File: config.mk
export PLATFORM = sky130hd
export DESIGN_NAME = bpsk_burst_modulator_flat
export DESIGN_NICKNAME = d
export VERILOG_FILES = /design/src/rtl/bpsk_burst_modulator_if.sv /design/src/rtl/bpsk_burst_modulator.sv /design/src/flat_wrapper.sv
export SDC_FILE = /design/constraint.sdc
export NUM_CORES = 1
export LEC_CHECK = 0
export BUFFER_PORTS_ARGS = -buffer_cell sky130_fd_sc_hd__buf_2
export CAP_MARGIN = 0
export CORE_MARGIN = 8
export CORE_UTILIZATION = 25
export DETAILED_ROUTE_END_ITERATION = 8
export HOLD_SLACK_MARGIN = 0.06
export PLACE_DENSITY = 0.44
export REMOVE_ABC_BUFFERS = 1
export SLEW_MARGIN = 20
export SYNTH_ARGS = -nofsm -noshare
export SYNTH_HDL_FRONTEND = slang
export SYNTH_SLANG_ARGS = --single-unit
File: constraint.sdc
create_clock -name clk -period 4 [get_ports clk]
set_clock_uncertainty 0.15 [all_clocks]
set_input_delay 0.4 -clock clk [delete_from_list [all_inputs] [get_ports clk]]
set_output_delay 0.4 -clock clk [all_outputs]
set_load 0.01 [all_outputs]
File: src/rtl/bpsk_burst_modulator_if.sv
// Codeword handshake between the encoder (master) and the BPSK burst modulator (slave).
interface bpsk_burst_modulator_if #(
  parameter int DATA_WIDTH = 12
);
  logic                  s_valid;
  logic                  s_ready;
  logic [DATA_WIDTH-1:0] s_data;

  modport master (output s_valid, output s_data, input s_ready);
  modport slave  (input s_valid, input s_data, output s_ready);
endinterface

File: src/rtl/bpsk_burst_modulator.sv
// Burst BPSK transmitter: FIFO-buffered codewords go out as an alternating preamble
// followed by MSB-first bits, each bit mapped to +/- the external sine ROM sample.
module bpsk_burst_modulator #(
  parameter int DATA_WIDTH      = 12,
  parameter int SAMPLE_WIDTH    = 12,
  parameter int SAMPLES_PER_BIT = 16,
  parameter int FIFO_DEPTH      = 4,
  parameter int PREAMBLE_BITS   = 8
) (
  input  logic                               clk,
  input  logic                               rst,
  bpsk_burst_modulator_if.slave              s_if,
  output logic [$clog2(SAMPLES_PER_BIT)-1:0] phase_out,
  input  logic signed [SAMPLE_WIDTH-1:0]     sine_in,
  output logic signed [SAMPLE_WIDTH-1:0]     sample_out,
  output logic                               sample_valid,
  output logic                               tx_bit,
  output logic                               burst_start,
  output logic                               busy,
  output logic [$clog2(FIFO_DEPTH+1)-1:0]    fifo_level
);
  localparam int PH_W     = $clog2(SAMPLES_PER_BIT);
  localparam int LVL_W    = $clog2(FIFO_DEPTH + 1);
  localparam int PTR_W    = $clog2(FIFO_DEPTH);
  localparam int MAX_BITS = (PREAMBLE_BITS > DATA_WIDTH) ? PREAMBLE_BITS : DATA_WIDTH;
  localparam int IDX_W    = $clog2(MAX_BITS + 1);
  localparam logic signed [SAMPLE_WIDTH-1:0] SMP_MIN = {1'b1, {(SAMPLE_WIDTH-1){1'b0}}};
  localparam logic signed [SAMPLE_WIDTH-1:0] SMP_MAX = {1'b0, {(SAMPLE_WIDTH-1){1'b1}}};

  typedef enum logic [1:0] {S_IDLE, S_PREAMBLE, S_DATA} state_t;

  // Negating the most negative sample would wrap back onto itself, so clamp it.
  function automatic logic signed [SAMPLE_WIDTH-1:0] neg_sat(input logic signed [SAMPLE_WIDTH-1:0] x);
    return (x == SMP_MIN) ? SMP_MAX : -x;
  endfunction

  function automatic logic signed [SAMPLE_WIDTH-1:0] bpsk_map(input logic b,
                                                              input logic signed [SAMPLE_WIDTH-1:0] x);
    return b ? x : neg_sat(x);
  endfunction

  logic [DATA_WIDTH-1:0]          r_mem [FIFO_DEPTH];
  logic [PTR_W-1:0]               r_wr_ptr;
  logic [PTR_W-1:0]               r_rd_ptr;
  logic [LVL_W-1:0]               r_level;
  state_t                         r_state;
  logic [PH_W-1:0]                r_phase_p0;
  logic [IDX_W-1:0]               r_bit_idx;
  logic [DATA_WIDTH-1:0]          r_shift;
  logic signed [SAMPLE_WIDTH-1:0] r_sample_p1;
  logic                           r_vld_p1;
  logic                           r_txbit_p1;
  logic                           r_start_p1;

  logic                  w_ready;
  logic                  w_push;
  logic                  w_pop;
  logic                  w_nempty;
  logic                  w_last_phase;
  logic                  w_last_pre;
  logic                  w_last_dat;
  logic                  w_cur_bit;
  logic [DATA_WIDTH-1:0] w_head;

  assign w_ready      = (r_level != LVL_W'(FIFO_DEPTH));
  assign w_push       = s_if.s_valid && w_ready;
  assign w_nempty     = (r_level != '0);
  assign w_head       = r_mem[r_rd_ptr];
  assign w_last_phase = (r_phase_p0 == PH_W'(SAMPLES_PER_BIT - 1));
  assign w_last_pre   = (r_bit_idx == IDX_W'(PREAMBLE_BITS - 1));
  assign w_last_dat   = (r_bit_idx == IDX_W'(DATA_WIDTH - 1));
  assign w_pop        = w_last_phase && (((r_state == S_PREAMBLE) && w_last_pre) ||
                                         ((r_state == S_DATA) && w_last_dat && w_nempty));
  assign w_cur_bit    = (r_state == S_PREAMBLE) ? ~r_bit_idx[0] : r_shift[DATA_WIDTH-1];

  always_ff @(posedge clk) begin
    if (w_push) r_mem[r_wr_ptr] <= s_if.s_data;
  end

  always_ff @(posedge clk) begin
    if (rst) begin
      r_wr_ptr <= '0;
      r_rd_ptr <= '0;
      r_level  <= '0;
    end else begin
      if (w_push) r_wr_ptr <= r_wr_ptr + PTR_W'(1);
      if (w_pop)  r_rd_ptr <= r_rd_ptr + PTR_W'(1);
      r_level <= r_level + LVL_W'(w_push) - LVL_W'(w_pop);
    end
  end

  // Stage p0: burst sequencing, phase counter and shift register.
  always_ff @(posedge clk) begin
    if (rst) begin
      r_state    <= S_IDLE;
      r_phase_p0 <= '0;
      r_bit_idx  <= '0;
      r_shift    <= '0;
    end else begin
      case (r_state)
        S_IDLE: begin
          r_phase_p0 <= '0;
          r_bit_idx  <= '0;
          if (w_nempty) r_state <= S_PREAMBLE;
        end
        S_PREAMBLE: begin
          r_phase_p0 <= r_phase_p0 + PH_W'(1);
          if (w_last_phase) begin
            if (w_last_pre) begin
              r_state   <= S_DATA;
              r_bit_idx <= '0;
              r_shift   <= w_head;
            end else begin
              r_bit_idx <= r_bit_idx + IDX_W'(1);
            end
          end
        end
        S_DATA: begin
          r_phase_p0 <= r_phase_p0 + PH_W'(1);
          if (w_last_phase) begin
            if (!w_last_dat) begin
              r_bit_idx <= r_bit_idx + IDX_W'(1);
              r_shift   <= {r_shift[DATA_WIDTH-2:0], 1'b0};
            end else begin
              r_bit_idx <= '0;
              if (w_nempty) r_shift <= w_head;
              else          r_state <= S_IDLE;
            end
          end
        end
        default: r_state <= S_IDLE;
      endcase
    end
  end

  // Stage p1: symbol mapping against the ROM sample for the p0 phase.
  always_ff @(posedge clk) begin
    if (rst) begin
      r_vld_p1    <= 1'b0;
      r_txbit_p1  <= 1'b0;
      r_start_p1  <= 1'b0;
      r_sample_p1 <= '0;
    end else begin
      r_vld_p1    <= (r_state != S_IDLE);
      r_txbit_p1  <= (r_state != S_IDLE) && w_cur_bit;
      r_start_p1  <= (r_state == S_PREAMBLE) && (r_bit_idx == '0) && (r_phase_p0 == '0);
      r_sample_p1 <= (r_state == S_IDLE) ? '0 : bpsk_map(w_cur_bit, sine_in);
    end
  end

  assign s_if.s_ready = w_ready;
  assign phase_out    = r_phase_p0;
  assign busy         = (r_state != S_IDLE);
  assign fifo_level   = r_level;
  assign sample_out   = r_sample_p1;
  assign sample_valid = r_vld_p1;
  assign tx_bit       = r_txbit_p1;
  assign burst_start  = r_start_p1;
endmodule
File: src/flat_wrapper.sv
// flat-port wrapper written by rule: the top's interface ports become plain ports
module bpsk_burst_modulator_flat 
#(
  parameter int DATA_WIDTH      = 12,
  parameter int SAMPLE_WIDTH    = 12,
  parameter int SAMPLES_PER_BIT = 16,
  parameter int FIFO_DEPTH      = 4,
  parameter int PREAMBLE_BITS   = 8
)
  (clk, rst, phase_out, sine_in, sample_out, sample_valid, tx_bit, burst_start, busy, fifo_level, s_if_s_valid, s_if_s_data, s_if_s_ready);
  bpsk_burst_modulator_if #(.DATA_WIDTH(DATA_WIDTH)) s_if_i ();
  input  logic clk;
  input  logic rst;
  output logic [$clog2(SAMPLES_PER_BIT)-1:0] phase_out;
  input  logic signed [SAMPLE_WIDTH-1:0] sine_in;
  output logic signed [SAMPLE_WIDTH-1:0] sample_out;
  output logic sample_valid;
  output logic tx_bit;
  output logic burst_start;
  output logic busy;
  output logic [$clog2(FIFO_DEPTH+1)-1:0] fifo_level;
  input wire logic [$bits(s_if_i.s_valid)-1:0] s_if_s_valid;
  input wire logic [$bits(s_if_i.s_data)-1:0] s_if_s_data;
  output wire logic [$bits(s_if_i.s_ready)-1:0] s_if_s_ready;
  assign s_if_i.s_valid = s_if_s_valid;
  assign s_if_i.s_data = s_if_s_data;
  assign s_if_s_ready = s_if_i.s_ready;
  bpsk_burst_modulator #(.DATA_WIDTH(DATA_WIDTH), .SAMPLE_WIDTH(SAMPLE_WIDTH), .SAMPLES_PER_BIT(SAMPLES_PER_BIT), .FIFO_DEPTH(FIFO_DEPTH), .PREAMBLE_BITS(PREAMBLE_BITS)) u_core (.clk(clk), .rst(rst), .s_if(s_if_i), .phase_out(phase_out), .sine_in(sine_in), .sample_out(sample_out), .sample_valid(sample_valid), .tx_bit(tx_bit), .burst_start(burst_start), .busy(busy), .fifo_level(fifo_level));
endmodule
==> flow_summary.json, run 1 <==
{
  "cts_made_buffers": 9,
  "hold_buffers": 0,
  "yosysUniqueCellTypes": 50,
  "report.power.total_w": 0.00292,
  "final_nets": 436,
  "timing.critical_path.fanout_max": 9,
  "avgViaCountPerCell": 4.44,
  "ant_nets": 0,
  "die_h_microns": 145,
  "placeableCoreArea_sq_mm": 0.0164,
  "htree_num_levels": 3,
  "critical_path.endpoint_type": "flop",
  "ys_seq_area_share_pct": 56.9,
  "start_kind": "flop",
  "endpoints_failing_setup": 0,
  "mappedNetlistArea_sq_mm": 0.00415,
  "synth-seq-cells": 94,
  "hold_viol": 0,
  "initial_utilization_pct": 25.3,
  "dp_hpwl_microns": 6180,
  "final_max_slew_viol_count": 0,
  "floorplan.rows": 47,
  "post-cts-setup-buffers": 0,
  "postRouteWirelength_microns": 9040,
  "wire_length_of_the_first_global_routing_pass_microns": 14500,
  "synth_area_per_cell_sq_um": 12.0,
  "drt_first_iter_violations": 130,
  "wl_per_cell_microns": 14.7,
  "worst_hold_path_type": "input port to flop",
  "vias_in_the_first_global_route": 2826,
  "path_clk_slew_ns": 0.07,
  "ioPinCount": 51,
  "place_area_sq_mm": 0.00461,
  "remaining_drc_errors": 0,
  "globalRouteTotalUtil_pct": 9.08,
  "drt_pre_antenna_iters": 4,
  "layout.cell_area.non_filler_sq_mm": 0.00493,
  "required_ns": 4.06,
  "synth_async_sr_flop_share_pct": 0,
  "synth-edff-count": 48,
  "clock_sink_count": 94,
  "worst_slew_pin_slew_ns": 0.862,
  "cts_tree": "done",
  "unrepaired_setup_endpoints_after_global_routing": "false",
  "clock.fmax_ghz": 0.354,
  "grt_remaining_overflow": 0,
  "num_antenna_cells": 0,
  "crit_path_time_final_ns": 2.82,
  "slew_headroom_pct": 42.5,
  "die-area_sq_mm": 0.0210,
  "clock_tree.root_cell": "sky130_fd_sc_hd__clkbuf_16",
  "clkLatencyLatePin_ns": 0.34,
  "synthFlopType": "sky130_fd_sc_hd__edfxtp_1",
  "cp_data_arrival_time_ns": 2.88,
  "worst_ir_drop_vdd_mv": 0.305,
  "nFillCells": 1674,
  "syn_to_final_growth_pct": 18.9,
  "outcome": "finished clean",
  "drv_cap": 0,
  "num_vias": 2735,
  "synth_warnings": 0,
  "grt_antenna_before_repair": 0,
  "post-route-period-util_pct": 70.6,
  "final_core_utilization_pct": 30.1,
  "post_route_cells_drive_above_1_share_pct": 22.5,
  "leakage_nw": 1.81,
  "cts_buffer_depth": 2,
  "grt_max_degree": 35,
  "power_density_mw_per_mm2": 592,
  "die_span_x_microns": 145,
  "setup_tns_ns": 0,
  "ctsResizeCount": 0,
  "gp_congestion": 0.730,
  "syn-instance-count": 347,
  "numPortBuffers": 50,
  "criticalPathCategory": "flop to flop"
}
-- cell type report --
class                           count  area [sq um]  area share [%]
Sequential cell                    94          2360            47.9
Inverter                           19          71.3            1.45
Multi-Input combinational cell    215          1640            33.2
Clock inverter                      6          95.1            1.93
Clock buffer                       10           229            4.64
Timing Repair Buffer               52           265            5.38
Tap cell                          220           275            5.58
-- cells in the final DEF, fill, tap and decap left out, types with 8 or more instances in the layout --
cell,Yosys,routed
sky130_fd_sc_hd__a21oi_1,26,26
sky130_fd_sc_hd__dfxtp_1,46,46
sky130_fd_sc_hd__clkbuf_16,0,9
sky130_fd_sc_hd__nor2_1,15,15
sky130_fd_sc_hd__mux4_2,12,12
sky130_fd_sc_hd__and2_1,8,8
sky130_fd_sc_hd__nand2_1,35,35
sky130_fd_sc_hd__edfxtp_1,48,48
sky130_fd_sc_hd__a311oi_1,11,11
sky130_fd_sc_hd__ha_1,17,17
sky130_fd_sc_hd__inv_1,19,19
sky130_fd_sc_hd__buf_2,1,50
-- metrics by stage --
step / instances / hold slack (ns) / setup WS [ns]
after floorplan: 328 / 0.294 / 1.48
after global placement: 600 / 0.313 / 1.29
after detailed placement: 600 / 0.316 / 1.18
after CTS: 616 / 0.0988 / 1.16
after global routing: 616 / 0.0993 / 0.946
final: 616 / 0.117 / 1.18
-- final timing paths --
path / from / endpoint / slack, ns / cells past startpoint
max reg2reg: u_core.r_state[1] / u_core.fifo_level[2] / 1.18 / 11
max: u_core.r_state[1] / u_core.fifo_level[2] / 1.18 / 11
min: s_if_s_data[2] / u_core.r_mem[2][2] / 0.12 / 1
min reg2reg: u_core.r_shift[6] / u_core.r_shift[7] / 0.33 / 2
-- logic make-up (layout without fill, tap and decap cells) --
| group | after synthesis | in the layout | share of synthesized area [%] |
|---|---|---|---|
| AO/OA/AOI/OAI | 71 | 71 | 11.6 |
| XOR/XNOR | 8 | 8 | 1.69 |
| adder cells (fa/ha/maj) | 18 | 18 | 5.61 |
| buffers and inverters | 38 | 87 | 3.68 |
| flip-flops | 94 | 94 | 56.9 |
| multiplexers | 17 | 17 | 7.75 |
| AND/OR/NAND/NOR | 101 | 101 | 12.8 |
-- power breakdown --
| group | switching, W | internal [W] |
|---|---|---|
| clock | 0.000379 | 0.000555 |
| combinational | 0.000443 | 0.000307 |
| sequential | 0.0000696 | 0.00117 |
-- registers in the layout (all words and copies together) (netlist names), 3 cells and up, named ones only --
signal	flops
u_core.r_bit_idx	4
u_core.r_shift	12
u_core.phase_out	4
u_core.sample_out	12
u_core.r_mem	48
u_core.fifo_level	3
-- synth_stat cells, types with 3 or more instances --
cell type / n / area (sq um)
sky130_fd_sc_hd__xnor2_1: 7 / 61.3
sky130_fd_sc_hd__mux4_2: 12 / 270
sky130_fd_sc_hd__ha_1: 17 / 213
sky130_fd_sc_hd__clkbuf_1: 15 / 56.3
sky130_fd_sc_hd__or3_1: 7 / 43.8
sky130_fd_sc_hd__a311oi_1: 11 / 96.3
sky130_fd_sc_hd__nor2_1: 15 / 56.3
sky130_fd_sc_hd__nand2b_1: 5 / 31.3
sky130_fd_sc_hd__inv_1: 19 / 71.3
sky130_fd_sc_hd__o2111ai_1: 5 / 43.8
sky130_fd_sc_hd__dfxtp_1: 46 / 921
sky130_fd_sc_hd__or4_4: 3 / 33.8
sky130_fd_sc_hd__edfxtp_1: 48 / 1440
sky130_fd_sc_hd__mux2i_1: 4 / 40.0
sky130_fd_sc_hd__or2_2: 3 / 18.8
sky130_fd_sc_hd__nor2b_1: 5 / 31.3
sky130_fd_sc_hd__nor3_1: 4 / 20.0
sky130_fd_sc_hd__o21ai_0: 5 / 25.0
sky130_fd_sc_hd__nand3_1: 4 / 20.0
sky130_fd_sc_hd__a22oi_1: 4 / 30.0
sky130_fd_sc_hd__nand3b_1: 3 / 22.5
sky130_fd_sc_hd__a31oi_1: 7 / 43.8
sky130_fd_sc_hd__nand2_1: 35 / 131
sky130_fd_sc_hd__and2_1: 8 / 50.1
sky130_fd_sc_hd__a21oi_1: 26 / 130
-- critical path: stages, from the launching register on --
cell and delay (ns):
sky130_fd_sc_hd__dfxtp_1 0.41, sky130_fd_sc_hd__inv_1 0.11, sky130_fd_sc_hd__ha_1 0.29, sky130_fd_sc_hd__nor2b_1 0.19
sky130_fd_sc_hd__a32oi_1 0.36, sky130_fd_sc_hd__nor2_1 0.09, sky130_fd_sc_hd__ha_1 0.28, sky130_fd_sc_hd__inv_1 0.04
sky130_fd_sc_hd__ha_1 0.19, sky130_fd_sc_hd__fa_1 0.38, sky130_fd_sc_hd__xnor2_1 0.16, sky130_fd_sc_hd__nor2_1 0.05
-- per-layer routing --
metal / GRT usage [%] / share of wire (%) / vias to the layer above
met5: 0 / 0 / -
met2: 14.9 / 48 / 52
li1: - / - / 1373
met1: 10.9 / 45 / 1304
met3: 3.44 / 5.7 / 6
met4: 2.46 / 0.87 / 0
(Power assumes the default switching activity.)
==> run 2, diff against run 1 <==
ABC_AREA = 1   (was unset)
clock period = 2.73 ns   (was 4 ns; I/O delays follow)
==> run 2 against run 1 <==
Cell count increased by 41%. Flip-flop and latch count is the same. Area after synthesis rose by 10%. Combinational power is 60% higher. Register-to-register slack worse by 0.86 ns. Critical endpoint is now u_core.fifo_level[1]. Critical path depth shrank 2. Non-clock buffer count grew 19. Global-route usage rose by 0.58 points. Hold slack worse by 0.033 ns.
==> flow_summary.json, run 2 <==
{
  "crit_path_time_final_ns": 2.42,
  "cts_buffer_depth": 2,
  "post-route-period-util_pct": 88.5,
  "power_density_mw_per_mm2": 757,
  "outcome": "finished clean",
  "final_nets": 679,
  "timing.critical_path.fanout_max": 6,
  "ys_seq_area_share_pct": 51.6,
  "worst_ir_drop_vdd_mv": 0.353,
  "grt_remaining_overflow": 0,
  "synth-edff-count": 48,
  "die_h_microns": 151,
  "ys_top_cells_by_count": "152 x sky130_fd_sc_hd__nand2_1, 111 x sky130_fd_sc_hd__inv_1, 57 x sky130_fd_sc_hd__nor2_1, 48 x sky130_fd_sc_hd__edfxtp_1, 46 x sky130_fd_sc_hd__dfxtp_1",
  "required_ns": 2.82,
  "vias_in_the_first_global_route": 3518,
  "mostFrequentLayoutCell": "sky130_fd_sc_hd__nand2_1",
  "floorplan.rows": 49,
  "drv_cap": 0,
  "postRouteWirelength_microns": 10300,
  "clkLatencyLatePin_ns": 0.34,
  "unrepaired_setup_endpoints_after_global_routing": "false",
  "mappedNetlistArea_sq_mm": 0.00458,
  "synth_area_per_cell_sq_um": 8.06,
  "synth_top_cell_by_area": "sky130_fd_sc_hd__edfxtp_1",
  "synth_top_cells_by_area": "sky130_fd_sc_hd__edfxtp_1 31%, sky130_fd_sc_hd__dfxtp_1 20%, sky130_fd_sc_hd__nand2_1 12%, sky130_fd_sc_hd__inv_1 9.1%, sky130_fd_sc_hd__nand3_1 4.9%",
  "start_kind": "flop",
  "cp_data_arrival_time_ns": 2.50,
  "die-area_sq_mm": 0.0229,
  "endpoints_failing_setup": 0,
  "final-instance-count-excl-fill": 868,
  "nFillCells": 1937,
  "clock.fmax_ghz": 0.414,
  "die_span_x_microns": 151,
  "syn-instance-count": 568,
  "layout_common_cells": "152 x sky130_fd_sc_hd__nand2_1, 111 x sky130_fd_sc_hd__inv_1, 57 x sky130_fd_sc_hd__nor2_1",
  "avgViaCountPerCell": 4.13,
  "final_max_slew_viol_count": 0,
  "dp_hpwl_microns": 7220,
  "gp_congestion": 0.832,
  "syn_to_final_growth_pct": 20.1,
  "num_vias": 3587,
  "synth_warnings": 0,
  "leakage_nw": 2.64,
  "ioPinCount": 51,
  "drt_pre_antenna_iters": 4,
  "globalRouteTotalUtil_pct": 9.66,
  "yosysUniqueCellTypes": 31,
  "crit_path_top_delay_cell": "sky130_fd_sc_hd__dfxtp_1",
  "cts_tree": "done",
  "synth-seq-cells": 94,
  "remaining_drc_errors": 0,
  "placeableCoreArea_sq_mm": 0.0180,
  "clock_sink_count": 94,
  "yosysTopAreaCellShare_pct": 31.5,
  "wire_length_of_the_first_global_routing_pass_microns": 17300,
  "placedCellCount": 838,
  "slew_headroom_pct": 49.7,
  "critical_path.endpoint_type": "flop",
  "drt_first_iter_violations": 169,
  "worst_slew_pin_slew_ns": 0.753,
  "synth_most_common_cell": "sky130_fd_sc_hd__nand2_1",
  "final_core_utilization_pct": 30.6,
  "num_antenna_cells": 0,
  "hold_viol": 0,
  "max_flop_register": "u_core.r_mem",
  "htree_num_levels": 3,
  "synth_async_sr_flop_share_pct": 0,
  "grt_antenna_before_repair": 0,
  "cp_common_cell": "sky130_fd_sc_hd__ha_1",
  "synthFlopType": "sky130_fd_sc_hd__edfxtp_1",
  "report.power.total_w": 0.00416,
  "clock_tree.root_cell": "sky130_fd_sc_hd__clkbuf_16",
  "criticalPathCategory": "flop to flop",
  "post_route_cells_drive_above_1_share_pct": 13.6,
  "initial_utilization_pct": 25.5,
  "cts_made_buffers": 9,
  "wl_per_cell_microns": 11.8,
  "max_ffs_per_register": 48,
  "worst_hold_path_type": "input port to flop",
  "setup_tns_ns": 0,
  "ant_nets": 0,
  "grt_max_degree": 26,
  "crit_path_cell_trace": "ha_1, nand4_1, a21oi_2, ha_1, inv_1, ha_1, fa_1, inv_1, nor2_1",
  "numPortBuffers": 50,
  "max_stage_delay_ns": 0.43,
  "path_clk_slew_ns": 0.07
}
[run 2: cell types whose count changed after synthesis, moves of 7 or more]
cell / before / now
sky130_fd_sc_hd__a311oi_1: 11 / 0
sky130_fd_sc_hd__a31oi_1: 7 / 0
sky130_fd_sc_hd__and2_1: 8 / 1
sky130_fd_sc_hd__buf_2: 1 / 8
sky130_fd_sc_hd__clkbuf_1: 15 / 4
sky130_fd_sc_hd__inv_1: 19 / 111
sky130_fd_sc_hd__mux4_2: 12 / 0
sky130_fd_sc_hd__nand2_1: 35 / 152
sky130_fd_sc_hd__nand3_1: 4 / 45
sky130_fd_sc_hd__nand4_1: 1 / 8
sky130_fd_sc_hd__nor2_1: 15 / 57
sky130_fd_sc_hd__o21ai_0: 5 / 12
sky130_fd_sc_hd__or3_1: 7 / 0
[run 2: power by group]
part	internal, W	switching, W
sequential	0.00169	0.0000769
clock	0.000650	0.000551
combinational	0.000422	0.000774
total	0.00276	0.00140
[run 2: layout make-up]
cell class	instances	area, sq um	share of cell area (%)
inverter	114	428	7.78
clock buffer	10	239	4.35
tap	229	287	5.21
timing repair buffer	71	443	8.06
multi-input combinational	344	1700	30.8
clock inverter	6	43.8	0.797
sequential	94	2360	43.0
[run 2: cell families (layout without fill, tap and decap cells)]
| family | count (synthesis) | count (layout) | share of synthesized area, % |
|---|---|---|---|
| xor gates and xnor gates | 6 | 6 | 1.15 |
| adders and majority gates | 18 | 18 | 5.08 |
| DFF | 94 | 94 | 51.6 |
| AOI/OAI and AO/OA | 43 | 43 | 4.92 |
| buffers and inverters | 130 | 201 | 11.5 |
| and+or+nand+nor | 277 | 277 | 25.7 |
[run 2: worst paths after layout]
| kind | from | end | slack [ns] | cells past startpoint |
|---|---|---|---|---|
| worst max-delay path | u_core.r_state[0] | u_core.fifo_level[1] | 0.31 | 9 |
| worst min-delay path | rst | u_core.fifo_level[0] | 0.08 | 2 |
| worst max register to register | u_core.r_state[0] | u_core.fifo_level[1] | 0.31 | 9 |
| worst min register to register | u_core.r_rd_ptr[1] | u_core.r_rd_ptr[1] | 0.36 | 2 |
[run 2: critical path: cells and delay by family (launching register included)]
| family | cells | cell delay, ns |
|---|---|---|
| fa+ha+maj | 4 | 1.15 |
| flops | 1 | 0.43 |
| compound gates | 1 | 0.23 |
| simple gates | 2 | 0.22 |
| buf+inv | 2 | 0.13 |
[run 2: what timing repair did]
action / 4_1_cts / 5_1_grt
buffers inserted: 0 / 0
hold buffers: 14 / 0
resized for setup: 0 / 2
hold endpoints to repair: 50 / 0
endpoints found under the setup margin: 0 / 2
[run 2: routing by layer]
| layer | share of wire, % | vias to the layer above | global-route usage, % | wire (microns) |
|---|---|---|---|---|
| li1 | - | 1890 | - | - |
| met1 | 46 | 1631 | 11.4 | 4720 |
| met2 | 47 | 50 | 15.8 | 4830 |
| met3 | 5.4 | 16 | 3.29 | 555 |
| met4 | 1.7 | 0 | 4.01 | 176 |
| met5 | 0 | - | 0 | 0 |
[run 2: metrics by stage]
stage | setup slack, ns | hold WS (ns) | cell area (sq um)
after floorplan | 0.495 | 0.192 | 4480
after global placement | 0.297 | 0.338 | 5070
after detailed placement | 0.200 | 0.340 | 5070
after CTS | 0.187 | 0.0794 | 5490
after global routing | 0.0352 | 0.0965 | 5500
final | 0.315 | 0.0842 | 5500
==> run 3, diff against run 2 <==
==> constraint.sdc (replaced) <==
create_clock -name clk -period 3 [get_ports clk]
set_clock_uncertainty 0.15 [all_clocks]
set_input_delay 0.6 -clock clk [delete_from_list [all_inputs] [get_ports clk]]
set_output_delay 0.6 -clock clk [all_outputs]
set_load 0.01 [all_outputs]
==> run 3 against run 2 <==
Sequential share of layout area up 0.97 points. First-iteration DRC count down 1.2%. Total power down 7.6%. Die area unchanged. Flip-flop and latch count unchanged. Cell count down 1.5%. Routed wire length down 0.18%. Non-clock buffer count down 13. Critical endpoint unchanged. Largest cell class unchanged. Utilization down 0.68 points. Combinational power down 10%. Critical path type unchanged.
==> flow_summary.json, run 3 (synthesis gave the netlist of run 2 again) <==
{
  "reg2reg_to": "u_core.fifo_level[1]",
  "final-instance-count-excl-fill": 855,
  "path_clk_slew_ns": 0.07,
  "clkLatencyLatePin_ns": 0.35,
  "die_span_x_microns": 151,
  "unrepaired_setup_endpoints_after_global_routing": "false",
  "crit_path_time_final_ns": 2.48,
  "postRouteWirelength_microns": 10300,
  "worst_ir_drop_vdd_mv": 0.264,
  "worst_slew_pin_slew_ns": 0.781,
  "worstReg2RegStart": "u_core.r_bit_idx[1]",
  "nFillCells": 1945,
  "wire_length_of_the_first_global_routing_pass_microns": 17300,
  "cp_num_buf_inv": 2,
  "post-cts-setup-buffers": 0,
  "clock_sink_count": 94,
  "drt_first_iter_violations": 167,
  "placedCellCount": 839,
  "cp_common_cell": "sky130_fd_sc_hd__ha_1",
  "placeableCoreArea_sq_mm": 0.0180,
  "die-area_sq_mm": 0.0229,
  "max_flop_register": "u_core.r_mem",
  "ctsResizeCount": 0,
  "ant_nets": 0,
  "crit_path_cell_trace": "ha_1, nand2_1, nor2_1, nand3_1, a21oi_1, ha_1, inv_1, ha_1, fa_1, inv_1, nor2_1",
  "cp_data_arrival_time_ns": 2.56,
  "mostFrequentLayoutCell": "sky130_fd_sc_hd__nand2_1",
  "wl_per_cell_microns": 12.0,
  "layout_common_cells": "152 x sky130_fd_sc_hd__nand2_1, 111 x sky130_fd_sc_hd__inv_1, 57 x sky130_fd_sc_hd__nor2_1",
  "avgViaCountPerCell": 4.18,
  "dp_hpwl_microns": 7200,
  "criticalPathCategory": "flop to flop",
  "clock_tree.root_cell": "sky130_fd_sc_hd__clkbuf_16",
  "vias_in_the_first_global_route": 3672,
  "final_max_slew_viol_count": 0,
  "critical_path.endpoint_type": "flop",
  "globalRouteTotalUtil_pct": 9.62,
  "endpoints_failing_setup": 0,
  "floorplan.rows": 49,
  "die_h_microns": 151,
  "grt_antenna_before_repair": 0,
  "htree_num_levels": 3,
  "clock.fmax_ghz": 0.403,
  "remaining_drc_errors": 0,
  "syn_to_final_growth_pct": 17.4,
  "grt_max_degree": 26,
  "hold_buffers": 0,
  "initial_utilization_pct": 25.5,
  "cts_buffer_depth": 2,
  "max_ffs_per_register": 48,
  "setup.worst_path.start": "u_core.r_bit_idx[1]",
  "numPortBuffers": 50,
  "worst_r2r_path_depth": 11,
  "gp_congestion": 0.833,
  "timing.critical_path.fanout_max": 6,
  "slew_headroom_pct": 47.9,
  "worst_hold_path_type": "input port to flop",
  "area_of_combinational_cells_with_multiple_inputs_sq_mm": 0.00169,
  "worst-r2r-setup-slack_ns": 0.52,
  "critPathCapture": "u_core.fifo_level[1]",
  "drt_pre_antenna_iters": 4,
  "outcome": "finished clean",
  "grt_remaining_overflow": 0,
  "post-route-period-util_pct": 82.8,
  "worst-path-stages": 11,
  "hold_viol": 0,
  "seqCellArea_sq_mm": 0.00236,
  "cts_made_buffers": 9,
  "start_kind": "flop",
  "cp_top_family": "adder cells",
  "post_route_cells_drive_above_1_share_pct": 13.6,
  "num_vias": 3572,
  "power_density_mw_per_mm2": 715,
  "max_stage_delay_ns": 0.40,
  "num_antenna_cells": 0,
  "leakage_nw": 2.59,
  "ioPinCount": 51,
  "drv_cap": 0,
  "cts_tree": "done",
  "required_ns": 3.08,
  "crit_path_top_delay_cell": "sky130_fd_sc_hd__fa_1",
  "setup_tns_ns": 0,
  "final_nets": 666
}
run 3: power breakdown:
group / total, W / leakage [nW] / internal (W) / switching, W
Sequential: 0.00160 / 0.816 / 0.00153 / 0.0000695
Clock: 0.00116 / 0.145 / 0.000656 / 0.000505
Combinational: 0.00108 / 1.63 / 0.000373 / 0.000707
run 3: how the worst min path moves through the flow:
stage                               endpoint                from  depth (start not counted)  slack, ns
after floorplan                         flop  u_core.r_rd_ptr[1]                          2       0.31
after global placement    u_core.r_rd_ptr[1]  u_core.r_rd_ptr[1]                          2       0.33
after detailed placement  u_core.r_rd_ptr[1]  u_core.r_rd_ptr[1]                          2       0.34
after CTS                 u_core.r_mem[0][8]      s_if_s_data[8]                          1       0.30
after global routing      u_core.r_mem[0][8]      s_if_s_data[8]                          1       0.30
final                     u_core.r_mem[0][8]      s_if_s_data[8]                          1       0.31
run 3: area by class of cell:
cell class	count	share of cell area, %
clock buffer	10	4.26
inverter	114	7.96
tap	229	5.33
multi-input combinational	344	31.4
clock inverter	6	1.33
sequential	94	43.9
timing repair buffer	58	5.77
run 3: metal layers:
layer	up-vias	GRT usage (%)	share of wire (%)
met3	8	3.11	4.7
met4	0	3.17	1.1
met2	60	16.2	48
li1	1865	-	-
met5	-	0	0
met1	1639	11.3	46
run 3: per-stage QoR:
| step | util, % | instance area (sq um) | hold slack (ns) | setup WS [ns] | power (W) |
|---|---|---|---|---|---|
| floorplan | - | 4480 | 0.307 | 0.765 | 0.00238 |
| global placement | 28.3 | 5080 | 0.334 | 0.570 | 0.00272 |
| detailed placement | 28.3 | 5080 | 0.343 | 0.529 | 0.00273 |
| CTS | 29.9 | 5380 | 0.300 | 0.500 | 0.00392 |
| global route | 29.9 | 5380 | 0.300 | 0.331 | 0.00415 |
| finish | 29.9 | 5380 | 0.311 | 0.516 | 0.00384 |
run 3: worst reg2reg max path: stages (launching register included):
cell                      delay [ns]
sky130_fd_sc_hd__dfxtp_1        0.39
sky130_fd_sc_hd__ha_1           0.30
sky130_fd_sc_hd__nand2_1        0.08
sky130_fd_sc_hd__nor2_1         0.11
sky130_fd_sc_hd__nand3_1        0.11
sky130_fd_sc_hd__a21oi_1        0.25
sky130_fd_sc_hd__ha_1           0.28
sky130_fd_sc_hd__inv_1          0.06
sky130_fd_sc_hd__ha_1           0.15
sky130_fd_sc_hd__fa_1           0.40
sky130_fd_sc_hd__inv_1          0.06
sky130_fd_sc_hd__nor2_1         0.04
